<file path="src/rtl/btc_hash_sched.sv">
// rtl/btc_hash_sched.sv - nonce sweep controller feeding an external SHA-256 compression core
// Optional feature macro: TARGET_MASK_EN adds target_mask and masks the hit test.
module btc_hash_sched (
    input  logic         clk,
    input  logic         rst_n,
    input  logic         start,
    input  logic         abort,
    input  logic [255:0] midstate,
    input  logic [95:0]  tail,
    input  logic [31:0]  nonce_start,
    input  logic [31:0]  nonce_end,
`ifdef TARGET_MASK_EN
    input  logic [31:0]  target_mask,
`endif
    output logic         busy,
    output logic         found,
    output logic         exhausted,
    output logic         aborted,
    output logic [31:0]  found_nonce,
    output logic [255:0] hash_out,
    output logic         core_start,
    input  logic         core_rq,
    input  logic [3:0]   core_addr,
    output logic         core_rdy,
    output logic [31:0]  core_data,
    output logic [255:0] core_state_in,
    input  logic [255:0] core_state_out,
    input  logic         core_done
);

    localparam logic [255:0] SHA_IV =
        256'h6a09e667_bb67ae85_3c6ef372_a54ff53a_510e527f_9b05688c_1f83d9ab_5be0cd19;

    typedef enum logic [2:0] {
        S_IDLE, S_P1_GO, S_P1_RUN, S_P2_GO, S_P2_RUN, S_CHECK
    } state_t;

    state_t        state_q, state_d;
    logic [31:0]   nonce_q, nonce_d;
    logic [31:0]   nonce_end_q, nonce_end_d;
    logic          abort_q, abort_d;
    logic [255:0]  digest1_q, digest1_d;
    logic          found_q, found_d;
    logic          exhausted_q, exhausted_d;
    logic          aborted_q, aborted_d;
    logic [31:0]   found_nonce_q, found_nonce_d;
    logic [255:0]  hash_q, hash_d;
    logic          core_rdy_q, core_rdy_d;
    logic [31:0]   core_data_q, core_data_d;

    logic          pass2;
    logic          hit;
    logic          abort_pend;
    logic [31:0]   word;
    logic [255:0]  digest_shifted;

`ifdef TARGET_MASK_EN
    assign hit = (hash_q[31:0] & target_mask) == 32'h0;
`else
    assign hit = hash_q[31:0] == 32'h0;
`endif

    // An abort arriving in the same cycle as core_done takes effect immediately.
    assign abort_pend = abort_q | abort;

    always_ff @(posedge clk or negedge rst_n) begin
        if (!rst_n) state_q <= S_IDLE;
        else        state_q <= state_d;
    end

    always_comb begin
        state_d = state_q;
        case (state_q)
            S_IDLE:   if (start) state_d = S_P1_GO;
            S_P1_GO:  state_d = S_P1_RUN;
            S_P1_RUN: if (core_done) state_d = abort_pend ? S_IDLE : S_P2_GO;
            S_P2_GO:  state_d = S_P2_RUN;
            S_P2_RUN: if (core_done) state_d = S_CHECK;
            S_CHECK: begin
                if (hit || abort_pend || nonce_q == nonce_end_q) state_d = S_IDLE;
                else                                             state_d = S_P1_GO;
            end
            default:  state_d = S_IDLE;
        endcase
    end

    always_comb begin
        busy          = state_q != S_IDLE;
        core_start    = (state_q == S_P1_GO) || (state_q == S_P2_GO);
        pass2         = (state_q == S_P2_GO) || (state_q == S_P2_RUN);
        core_state_in = pass2 ? SHA_IV : midstate;
    end

    always_comb begin
        digest_shifted = digest1_q << {core_addr[2:0], 5'b0};
        word = 32'h0;
        if (pass2) begin
            if (!core_addr[3])           word = digest_shifted[255:224];
            else if (core_addr == 4'd8)  word = 32'h80000000;
            else if (core_addr == 4'd15) word = 32'h00000100;
        end else begin
            case (core_addr)
                4'd0:    word = tail[95:64];
                4'd1:    word = tail[63:32];
                4'd2:    word = tail[31:0];
                4'd3:    word = {nonce_q[7:0], nonce_q[15:8], nonce_q[23:16], nonce_q[31:24]};
                4'd4:    word = 32'h80000000;
                4'd15:   word = 32'h00000280;
                default: word = 32'h0;
            endcase
        end
    end

    always_comb begin
        nonce_d       = nonce_q;
        nonce_end_d   = nonce_end_q;
        abort_d       = abort_q;
        digest1_d     = digest1_q;
        found_d       = found_q;
        exhausted_d   = exhausted_q;
        aborted_d     = aborted_q;
        found_nonce_d = found_nonce_q;
        hash_d        = hash_q;
        core_rdy_d    = core_rq && !core_rdy_q;
        core_data_d   = (core_rq && !core_rdy_q) ? word : core_data_q;

        if (busy && abort) abort_d = 1'b1;

        case (state_q)
            S_IDLE: if (start) begin
                nonce_d     = nonce_start;
                nonce_end_d = nonce_end;
                found_d     = 1'b0;
                exhausted_d = 1'b0;
                aborted_d   = 1'b0;
                abort_d     = 1'b0;
            end
            S_P1_RUN: if (core_done) begin
                digest1_d = core_state_out;
                if (abort_pend) begin
                    aborted_d = 1'b1;
                    abort_d   = 1'b0;
                end
            end
            S_P2_RUN: if (core_done) hash_d = core_state_out;
            S_CHECK: begin
                if (hit) begin
                    found_d       = 1'b1;
                    found_nonce_d = nonce_q;
                    abort_d       = 1'b0;
                end else if (abort_pend) begin
                    aborted_d = 1'b1;
                    abort_d   = 1'b0;
                end else if (nonce_q == nonce_end_q) begin
                    exhausted_d = 1'b1;
                end else begin
                    nonce_d = nonce_q + 32'd1;
                end
            end
            default: ;
        endcase
    end

    always_ff @(posedge clk or negedge rst_n) begin
        if (!rst_n) begin
            nonce_q       <= 32'h0;
            nonce_end_q   <= 32'h0;
            abort_q       <= 1'b0;
            digest1_q     <= 256'h0;
            found_q       <= 1'b0;
            exhausted_q   <= 1'b0;
            aborted_q     <= 1'b0;
            found_nonce_q <= 32'h0;
            hash_q        <= 256'h0;
            core_rdy_q    <= 1'b0;
            core_data_q   <= 32'h0;
        end else begin
            nonce_q       <= nonce_d;
            nonce_end_q   <= nonce_end_d;
            abort_q       <= abort_d;
            digest1_q     <= digest1_d;
            found_q       <= found_d;
            exhausted_q   <= exhausted_d;
            aborted_q     <= aborted_d;
            found_nonce_q <= found_nonce_d;
            hash_q        <= hash_d;
            core_rdy_q    <= core_rdy_d;
            core_data_q   <= core_data_d;
        end
    end

    assign found       = found_q;
    assign exhausted   = exhausted_q;
    assign aborted     = aborted_q;
    assign found_nonce = found_nonce_q;
    assign hash_out    = hash_q;
    assign core_rdy    = core_rdy_q;
    assign core_data   = core_data_q;

endmodule

</file>
<file path="config.mk">
export PLATFORM = sky130hd
export DESIGN_NAME = btc_hash_sched
export DESIGN_NICKNAME = d
export VERILOG_FILES = /design/src/rtl/btc_hash_sched.sv
export SDC_FILE = /design/constraint.sdc
export NUM_CORES = 1
export LEC_CHECK = 0
export BUFFER_PORTS_ARGS = -buffer_cell sky130_fd_sc_hd__buf_2
export CORE_AREA = 2 2 492 494
export CTS_BUF_LIST = sky130_fd_sc_hd__clkbuf_16
export DETAILED_ROUTE_END_ITERATION = 6
export DIE_AREA = 0 0 494 496
export HOLD_SLACK_MARGIN = 0.1
export PLACE_DENSITY = 0.38
export SETUP_SLACK_MARGIN = 0.2
export SLEW_MARGIN = 20
export SYNTH_ARGS = -nofsm -noshare
export SYNTH_HDL_FRONTEND = slang
export SYNTH_SLANG_ARGS = --single-unit
</file>
<file path="constraint.sdc">
create_clock -name clk -period 2.49 [get_ports clk]
set_input_delay 0.498 -clock clk [delete_from_list [all_inputs] [get_ports clk]]
set_output_delay 0.498 -clock clk [all_outputs]
set_load 0.005 [all_outputs]
</file>
# Word-level counts from Yosys, hierarchy flattened
# Cells that the tools add are included.
# Widths: inputs -> output; s select.
[totals]
reg_bits = 648
inputBits = 682
[classes]
n_addsub = 1
eq_ne = 20
shifts = 1
n_mux = 34
bitwise = 1
n_reduce_logical = 22
[ops]
columns = ["operator", "count"]
rows = [
  ["$mux 256", 1],
  ["$shl 256x8->256", 1],
  ["$mux 32", 7],
  ["$pmux 32 s6", 1],
  ["$pmux 32 s2", 1],
  ["$add 32x1->32 const B", 1],
  ["$eq 32x32->1", 1],
  ["$logic_not 32->1", 1],
  ["$pmux 3 s6", 1],
  ["$ne 2x2->1 const B", 8],
  ["$mux 1", 14],
  ["$reduce_and 5->1", 2],
  ["$mux 3", 3],
  ["$mux 9", 1],
  ["$eq 4x2->1 const B", 2],
  ["$eq 4x4->1 const B", 2],
  ["$reduce_and 2->1", 4],
  ["$eq 3x2->1 const B", 2],
  ["$eq 3x3->1 const B", 2],
  ["$pmux 1 s3", 2],
  ["$reduce_and 3->1", 2],
  ["$reduce_bool 3->1", 2],
  ["$eq 4x1->1 const B", 1],
  ["$eq 4x3->1 const B", 1],
  ["11 further kinds", 16],
]

# Longest topological paths before layout
# Gate-level depths: netlist of the first run.
[logic_depth]
ltp_word = 6
depth_mapped = 9
mapped_depth_nobuf = 7

# Worst setup path before layout of the first run
# Ideal clock, no wire load.
[synth_path]
path_kind = "input port to flip-flop"
start = "input port core_addr[0]"
end = "register core_data_q[21], in the netlist core_data[21]"
setup_ps = 134
arrival_ps = 1976
required_ps = 2356
slack_ps = 381
stages = 8
path_buffers = 3
path_cell_list = "clkbuf_1 buf_4 buf_2 mux4_2 mux2i_1 nor2_1 a21oi_1 o21ai_0"
[synth_between]
elab_chain_len = 3
word_cells_on_any_way = 10
cone_classes = "eq/ne (5); shift (1); mux (3); reduce/logical (1)"
[synth_rtl]
columns = ["item", "line_no", "source"]
rows = [
  ["start, declared", "23", "input logic [3:0] core_addr,"],
  ["$shl 256x8->256 (tied with other cells)", "95", "digest_shifted = digest1_q << {core_addr[2:0], 5'b0};"],
  ["$mux 32 / $pmux 32 s6 (equally long branches)", "98, 102", ""],
  ["$mux 32 (*)", "97", "if (pass2) begin"],
  ["end signal, assigned", "188", "core_data_q <= core_data_d;"],
  ["end, declared", "49", "logic [31:0] core_data_q, core_data_d;"],
]
# Mark *: on every way between the ends. The rest lies on a longest branch, timed or not.
# A chain may end at the register's enable or synchronous reset.

# Worst setup path in the final report of the first run
[layout_path]
start = "register state_q[0]"
end = "output port core_state_in[5]"
[layout_between]
elab_chain_len = 3
word_cells_on_any_way = 4
cone_classes = "eq/ne (2); mux (1); reduce/logical (1)"
[layout_rtl]
columns = ["item", "line_no", "source"]
rows = [
  ["start, declared", "38", "state_t state_q, state_d;"],
  ["start signal, assigned", "68", "else state_q <= state_d;"],
  ["$eq 3x2->1 / $eq 3x3->1 (equally long branches)", "90", "pass2 = (state_q == S_P2_GO) || (state_q == S_P2_RUN);"],
  ["$logic_or 1x1->1 (*)", "90", ""],
  ["$mux 256 (*)", "91", "core_state_in = pass2 ? SHA_IV : midstate;"],
  ["end, declared", "26", "output logic [255:0] core_state_in,"],
]
# Marks and branches as above.

==> metrics.cfg, run 1 <==
[floorplanning]
core_area_um2 = 240000
die_area_um2 = 245000
row_count = 180
start_util_pct = 12.5
ios = 1264
die_w_um = 494
fp.dieH_um = 496

[critical_path]
worst-path-max-fanout = 7
worstSetupEndpointType = output port
worstPathCellList = nor2b_4, a22oi_2, buf_6, buf_16, buf_16, buf_12, clkbuf_16, and2_4, buf_6
critPathKind = register to output port
cp.arrival_ns = 2.37
crit_path_start_kind = register
required_ns = 1.99
slowest_delay_ns = 0.43
crit_slowest_cell = dfrtp_2

[timing]
slew_headroom_pct = 46.6
finalCritPeriodShare_pct = 115
worst_slack_ns = -0.380
clock.fmax_ghz = 0.348
fin_crit_ns = 2.87
fin_skew_ns = 0.0454
worst_hold_slack_ns = 0.170
slew_violations = 0
rsz0062_at_grt = yes
tightestPinTransition_ns = 0.801
finalSetupViolations = 260
hold_violations = 0
setup_tns_ns = -81.88

[logic_synthesis]
syn_area_per_cell_um2 = 13.2
synth_edf_count = 0
yosysWarnings = 0
yosysTopAreaCell = dfrtp_1
synth_seq_cells = 648
synth_cells = 2278
postSynth.asyncResetShare_pct = 100
seq_area_frac_synth_pct = 53.9
synth_most_common_cell = dfrtp_1
synthTopCellsByArea = dfrtp_1 (54%), mux2_2 (20%), mux4_2 (6.9%)
syn_area_um2 = 30100
synth_cell_type_count = 69
synth_ff_type = dfrtp_1
synthTopCellsByCount = dfrtp_1 (648), mux2_2 (547), nand2_1 (165)
synth_top_area_share_pct = 53.9
syn-num-nets = 2961

[route]
wire_per_inst_um = 31.0
routed-wl-met2_um = 131000
viasPerCell = 3.74
met1_length_um = 74100
drc_errors = 0
num_vias = 27534
top_layer = met5
drtIter0Drc = 1614
dr.pass1.iters = 5
dr_wl_met3_um = 9780
antenna_left = 0
drt_wl_total_um = 228000

[cells_and_area]
syn2layout_area_growth_pct = 72.2
layout-drive-gt1-share_pct = 62.2
layout.nets = 4707
stdcell_count = 7364
finish.utilization_pct = 21.6

[grt]
gr-usage-all-layers_pct = 17.4
grt_max_degree = 90
antenna_found_initial = 228
grt_pass1_wl_um = 281000
grt-ovfl-total = 0
grt_pass1_vias = 28294

[clock_tree]
cts_buffers = 84
cts_tree = built
clk_path_buf_depth = 3
clk_latency_ns = 0.71
path_clk_slew_ns = 0.06
cts.sinks = 648
ctsHtreeMaxLevel = 3
ctsRootBufferMaster = clkbuf_16

[power]
p_int_uw = 37400
p_seq_share_pct = 31.9
swShare_pct = 36.4
p_clk_share_pct = 21.1
peakVddDrop_mv = 0.494
power_density_nw_per_um2 = 1140
power_switching_uw = 21400
p_comb_share_pct = 47.0
leakagePower_uw = 0.0235

[placement]
port_buffers = 1263
gp_congestion = 0.899
post-dp-hpwl_um = 185000
pre_cts_ws_ns = -0.142
dp.cells = 6712

[min_path]
hold_class = input pin to register

[run_status]
violations = negative setup slack
status = finished, violations left

[flow_run]
drv_cap = 0

-- per-layer routing --
metal	vias up	track usage, %
met5	-	0
li1	11737	-
met3	595	2.85
met4	26	7.34
met2	1336	36.1
met1	13840	16.4
-- placed cells by master (no fill, tap or decap), types with 9 or more instances in the layout --
cell type      netlist  final
and2_1             127     26
buf_6                1    195
nand2b_1           139     70
clkinv_1             0     22
nor2_1              64     50
mux2_2             547    515
a22oi_2              1      9
o21ai_1              4     26
dlygate4sd3_1        0    308
a21oi_1             44     21
o21ai_0             41     15
buf_2               81   1089
nand2b_4             0     69
mux2i_1             34     34
and2_4               0    102
mux4_2              92     92
diode_2              0     87
buf_16               0     24
and3_1              10     10
xnor2_1             32     32
clkbuf_16            0    108
nand3_1             25     23
nand4_1             16     16
dfrtp_1            648    645
inv_1                5     18
mux2_4               0     32
buf_4                4    124
nand2_1            165    161
buf_12               0     52
buf_8                0     11
a21oi_2              1     18
-- cell type report --
| class | count | area (um^2) |
|---|---|---|
| Sequential cell | 648 | 16200 |
| Timing Repair Buffer | 1827 | 14100 |
| Inverter | 6 | 35.0 |
| Fill cell | 25960 | 188000 |
| Antenna cell | 87 | 218 |
| Clock inverter | 69 | 587 |
| Multi-Input combinational cell | 1457 | 14500 |
| Tap cell | 3185 | 3990 |
| Clock buffer | 85 | 2130 |
-- critical path, delay by kind of cell (launching register included) --
kind	cells	cell delay (ns)
buffers and inverters	6	0.81
flip-flops	1	0.43
AO/OA/AOI/OAI	1	0.13
AND/OR/NAND/NOR	2	0.28
-- repair_timing --
action,CTS,global route
endpoints found under the setup margin,321,503
resized for setup,192,432
pin swaps,23,95
cloned,18,29
endpoints found under the hold margin,607,0
hold buffers,308,0
buffers inserted,19,37
-- registers in the layout (all words and copies together) (netlist names), 3 cells and up --
| register | flops |
|---|---|
| state_q | 3 |
| core_data | 32 |
| hash_out | 256 |
| nonce_q | 32 |
| found_nonce | 32 |
| digest1_q | 256 |
| nonce_end_q | 32 |
-- logic make-up after synthesis --
kind of cell	Yosys count	share of synthesized area, %
compound gates	162	3.56
simple gates	589	10.4
buf+inv	173	2.57
xor+xnor	32	0.932
fa+ha+maj	1	0.0416
mux	673	28.5
flops	648	53.9
-- through the flow --
stage               power [uW]  instance area [um^2]
finish                   58800                 51800
global route             62100                 51700
CTS                      56500                 48600
detailed placement       40200                 41300
global placement         40000                 41300
floorplan                28100                 30100
-- path summary, 6_finish.rpt --
kind / from / depth (start not counted) / slack, ns / to
min in group asynchronous: rst_n / 2 / 0.33 / digest1_q[49]
setup reg to reg: state_q[0] / 15 / -0.02 / core_data[19]
setup / recovery: state_q[0] / 9 / -0.38 / core_state_in[5]
hold reg to reg: exhausted / 2 / 0.48 / exhausted
hold / removal: nonce_start[29] / 4 / 0.17 / nonce_q[29]
max in group asynchronous: rst_n / 3 / 1.24 / hash_out[145]
-- power groups by stage --
| stage | Clock [uW] | Sequential [uW] | Combinational, uW |
|---|---|---|---|
| 4_1_cts | 13000 | 18800 | 24700 |
| 6_report | 12400 | 18700 | 27700 |
| 2_1_floorplan | 0 | 17900 | 10300 |
| 3_3_place_gp | 0 | 18900 | 21100 |
| 5_1_grt | 13300 | 19400 | 29400 |
| 3_5_place_dp | 0 | 18900 | 21200 |
Power figures use the tool's default switching activity.
==> run 2: changes to the inputs <==
SKIP_LAST_GASP = 1   (was not set)
==> run 2 against run 1 <==
Effect of this change: the flow still finishes with violations (negative setup slack); via count is 0.32% lower; core utilization is 0.13 points lower; sequential share of layout area is 0.19 points higher; worst setup slack worse by 0.0074 ns; routed wire length hardly changed; sequential cell count stayed put; cell count is 0.15% lower; critical path depth stayed put; global-route usage hardly changed; largest cell class unchanged; highest routed layer unchanged.
==> metrics.cfg, run 2 (synthesis results as in run 1) <==
[critical_path]
cp.arrival_ns = 2.38  ; about the same
required_ns = 1.99  ; about the same
reg2regPathDepth = 15  ; unchanged
crit_family = buffers and inverters
r2r-end = core_data[8]
worstSetupEndpointType = output port
worst-path-max-fanout = 7  ; unchanged
r2r-start = state_q[2]
crit_path_start_kind = register
r2r_slack_ns = -0.07  ; -0.05 ns
crit_slowest_cell = dfrtp_2
worstPathCellList = nor2b_4, a22oi_2, buf_6, buf_16, buf_16, buf_12, clkbuf_16, and2_4, buf_6
critPathKind = register to output port
slowest_delay_ns = 0.43  ; about the same
critPathBufInv = 6  ; unchanged

[power]
p_seq_share_pct = 32.1  ; +0.2 points
p_int_uw = 37200  ; -0.53%
power_density_nw_per_um2 = 1140  ; about the same
leakagePower_uw = 0.0234  ; -0.51%
p_comb_share_pct = 46.7  ; -0.3 points
power_switching_uw = 21300  ; -0.71%
swShare_pct = 36.4  ; -0.042 points
peakVddDrop_mv = 0.492  ; -0.31%
p_clk_share_pct = 21.3  ; +0.2 points

[route]
dr.pass1.iters = 5  ; unchanged
drt_wl_total_um = 228000  ; about the same
antenna_left = 0  ; unchanged
viasPerCell = 3.73  ; -0.17%
drc_errors = 0  ; unchanged
num_vias = 27447  ; -0.32%
drtIter0Drc = 1471  ; -8.9%
wire_per_inst_um = 31.0  ; about the same

[flow_run]
drv_cap = 0  ; unchanged

[cells_and_area]
final.fill_count = 25977  ; +0.065%
layout_common_cells = buf_2 (1090), dfrtp_1 (645), mux2_2 (515), dlygate4sd3_1 (308), buf_6 (194)
ff_latch_area_um2 = 16200  ; unchanged
layout.nets = 4695  ; -0.25%
multiInputGateArea_um2 = 14300  ; -1.1%
syn2layout_area_growth_pct = 71.2
fin_area_um2 = 51500  ; -0.60%
stdcell_count = 7353  ; -0.15%
layout-drive-gt1-share_pct = 61.3  ; -0.85 points
final_common_cell = buf_2

[floorplanning]
die_area_um2 = 245000  ; unchanged
start_util_pct = 12.5  ; unchanged
ios = 1264  ; unchanged
fp.dieH_um = 496  ; unchanged
row_count = 180  ; unchanged
die_w_um = 494  ; unchanged
core_area_um2 = 240000  ; unchanged

[placement]
port_buffers = 1263  ; unchanged
dpl_cell_area_um2 = 41300  ; unchanged
gp_congestion = 0.899  ; unchanged
dp.cells = 6712  ; unchanged
post-dp-hpwl_um = 185000  ; unchanged

[min_path]
min_from = nonce_start[29]
hold_class = input pin to register
worst_hold_path.endpoint = nonce_q[29]
hold_depth = 4  ; unchanged

[grt]
grt_pass1_vias = 28287  ; -0.025%
antenna_found_initial = 229  ; +0.44%
gr-usage-all-layers_pct = 17.4  ; about the same
grt_pass1_wl_um = 281000  ; about the same
grt_max_degree = 90  ; unchanged
grt-ovfl-total = 0  ; unchanged

[clock_tree]
clk_latency_ns = 0.71  ; about the same
cts.sinks = 648  ; unchanged
clk_path_buf_depth = 3  ; unchanged
ctsRootBufferMaster = clkbuf_16
cts_tree = built
path_clk_slew_ns = 0.06  ; about the same
cts_buffers = 84  ; unchanged
ctsHtreeMaxLevel = 3  ; unchanged

[run_status]
status = finished, violations left
violations = negative setup slack

[timing]
worst_slack_ns = -0.388  ; -0.00738 ns
hold_violations = 0  ; unchanged
clock.fmax_ghz = 0.348  ; -0.26%
slew_headroom_pct = 44.9  ; -1.7 points
fin_skew_ns = 0.0448  ; -0.000670 ns
finalSetupViolations = 257  ; -1.2%
slew_violations = 0  ; unchanged
finalCritPeriodShare_pct = 116  ; +0.30 points
tightestPinTransition_ns = 0.827  ; +0.0252 ns
rsz0062_at_grt = yes
fin_crit_ns = 2.88  ; +0.00738 ns

## run 2: cell types whose count changed in the layout (fill, tap and decap cells not counted), sizes merged
cell	change
buf	-12
diode	+1
clkinv	-1
inv	+1
## run 2: worst max path at each step
stage	startpoint	endpoint	slack [ns]	depth (start not counted)
CTS	state_q[1]	core_state_in[13]	-0.46	9
floorplan	core_addr[0]	core_data[21]	0.38	8
finish	state_q[0]	core_state_in[62]	-0.39	9
global placement	core_addr[0]	core_data[31]	-0.13	8
detailed placement	core_addr[0]	core_data[31]	-0.14	8
global route	state_q[0]	core_state_in[72]	-0.47	9
## run 2: cell type report
cell class	instances	share of cell area (%)
Antenna cell	88	0.428
Clock inverter	69	1.14
Multi-Input combinational cell	1457	27.8
Clock buffer	85	4.13
Inverter	6	0.0584
Tap cell	3185	7.74
Timing Repair Buffer	1815	27.1
Sequential cell	648	31.5
## run 2: tightest hold or removal path, stage by stage
cell and delay (ns):
buf_2 0.08, nand2_1 0.04, o31a_1 0.10, o22ai_2 0.10
## run 2: layer usage
metal / up-vias / track usage, % / routed length (um)
met5: - / 0 / 174
met1: 13774 / 16.4 / 74100
li1: 11700 / - / -
met2: 1354 / 36.1 / 132000
met4: 28 / 7.34 / 12000
met3: 591 / 2.86 / 9960
## run 2: metrics by stage
step | setup WS, ns | setup TNS (ns) | hold WS [ns] | util (%) | total power (uW)
6_report | -0.388 | -81.33 | 0.169 | 21.5 | 58500
5_1_grt | -0.472 | -105.92 | 0.125 | 21.4 | 61800
4_1_cts | -0.462 | -106.42 | 0.101 | 20.2 | 56300
3_5_place_dp | -0.142 | -0.142 | 0.444 | 17.2 | 40200
3_3_place_gp | -0.131 | -0.137 | 0.447 | 17.2 | 40000
2_1_floorplan | 0.381 | 0 | 0.202 | - | 28100
## run 2: power by group through the flow
| stage | registers (uW) | clock network (uW) | logic [uW] |
|---|---|---|---|
| after CTS | 18800 | 13000 | 24500 |
| after global placement | 18900 | 0 | 21100 |
| final | 18700 | 12400 | 27300 |
| after floorplan | 17900 | 0 | 10300 |
| after global routing | 19400 | 13300 | 29100 |
| after detailed placement | 18900 | 0 | 21200 |
## run 2: repair_timing
item,CTS,global route
setup buffers,19,26
pin swaps,19,99
gates cloned,18,28
setup endpoints to repair,321,503
endpoints found under the hold margin,607,0
resized for setup,150,420
hold buffers,308,0
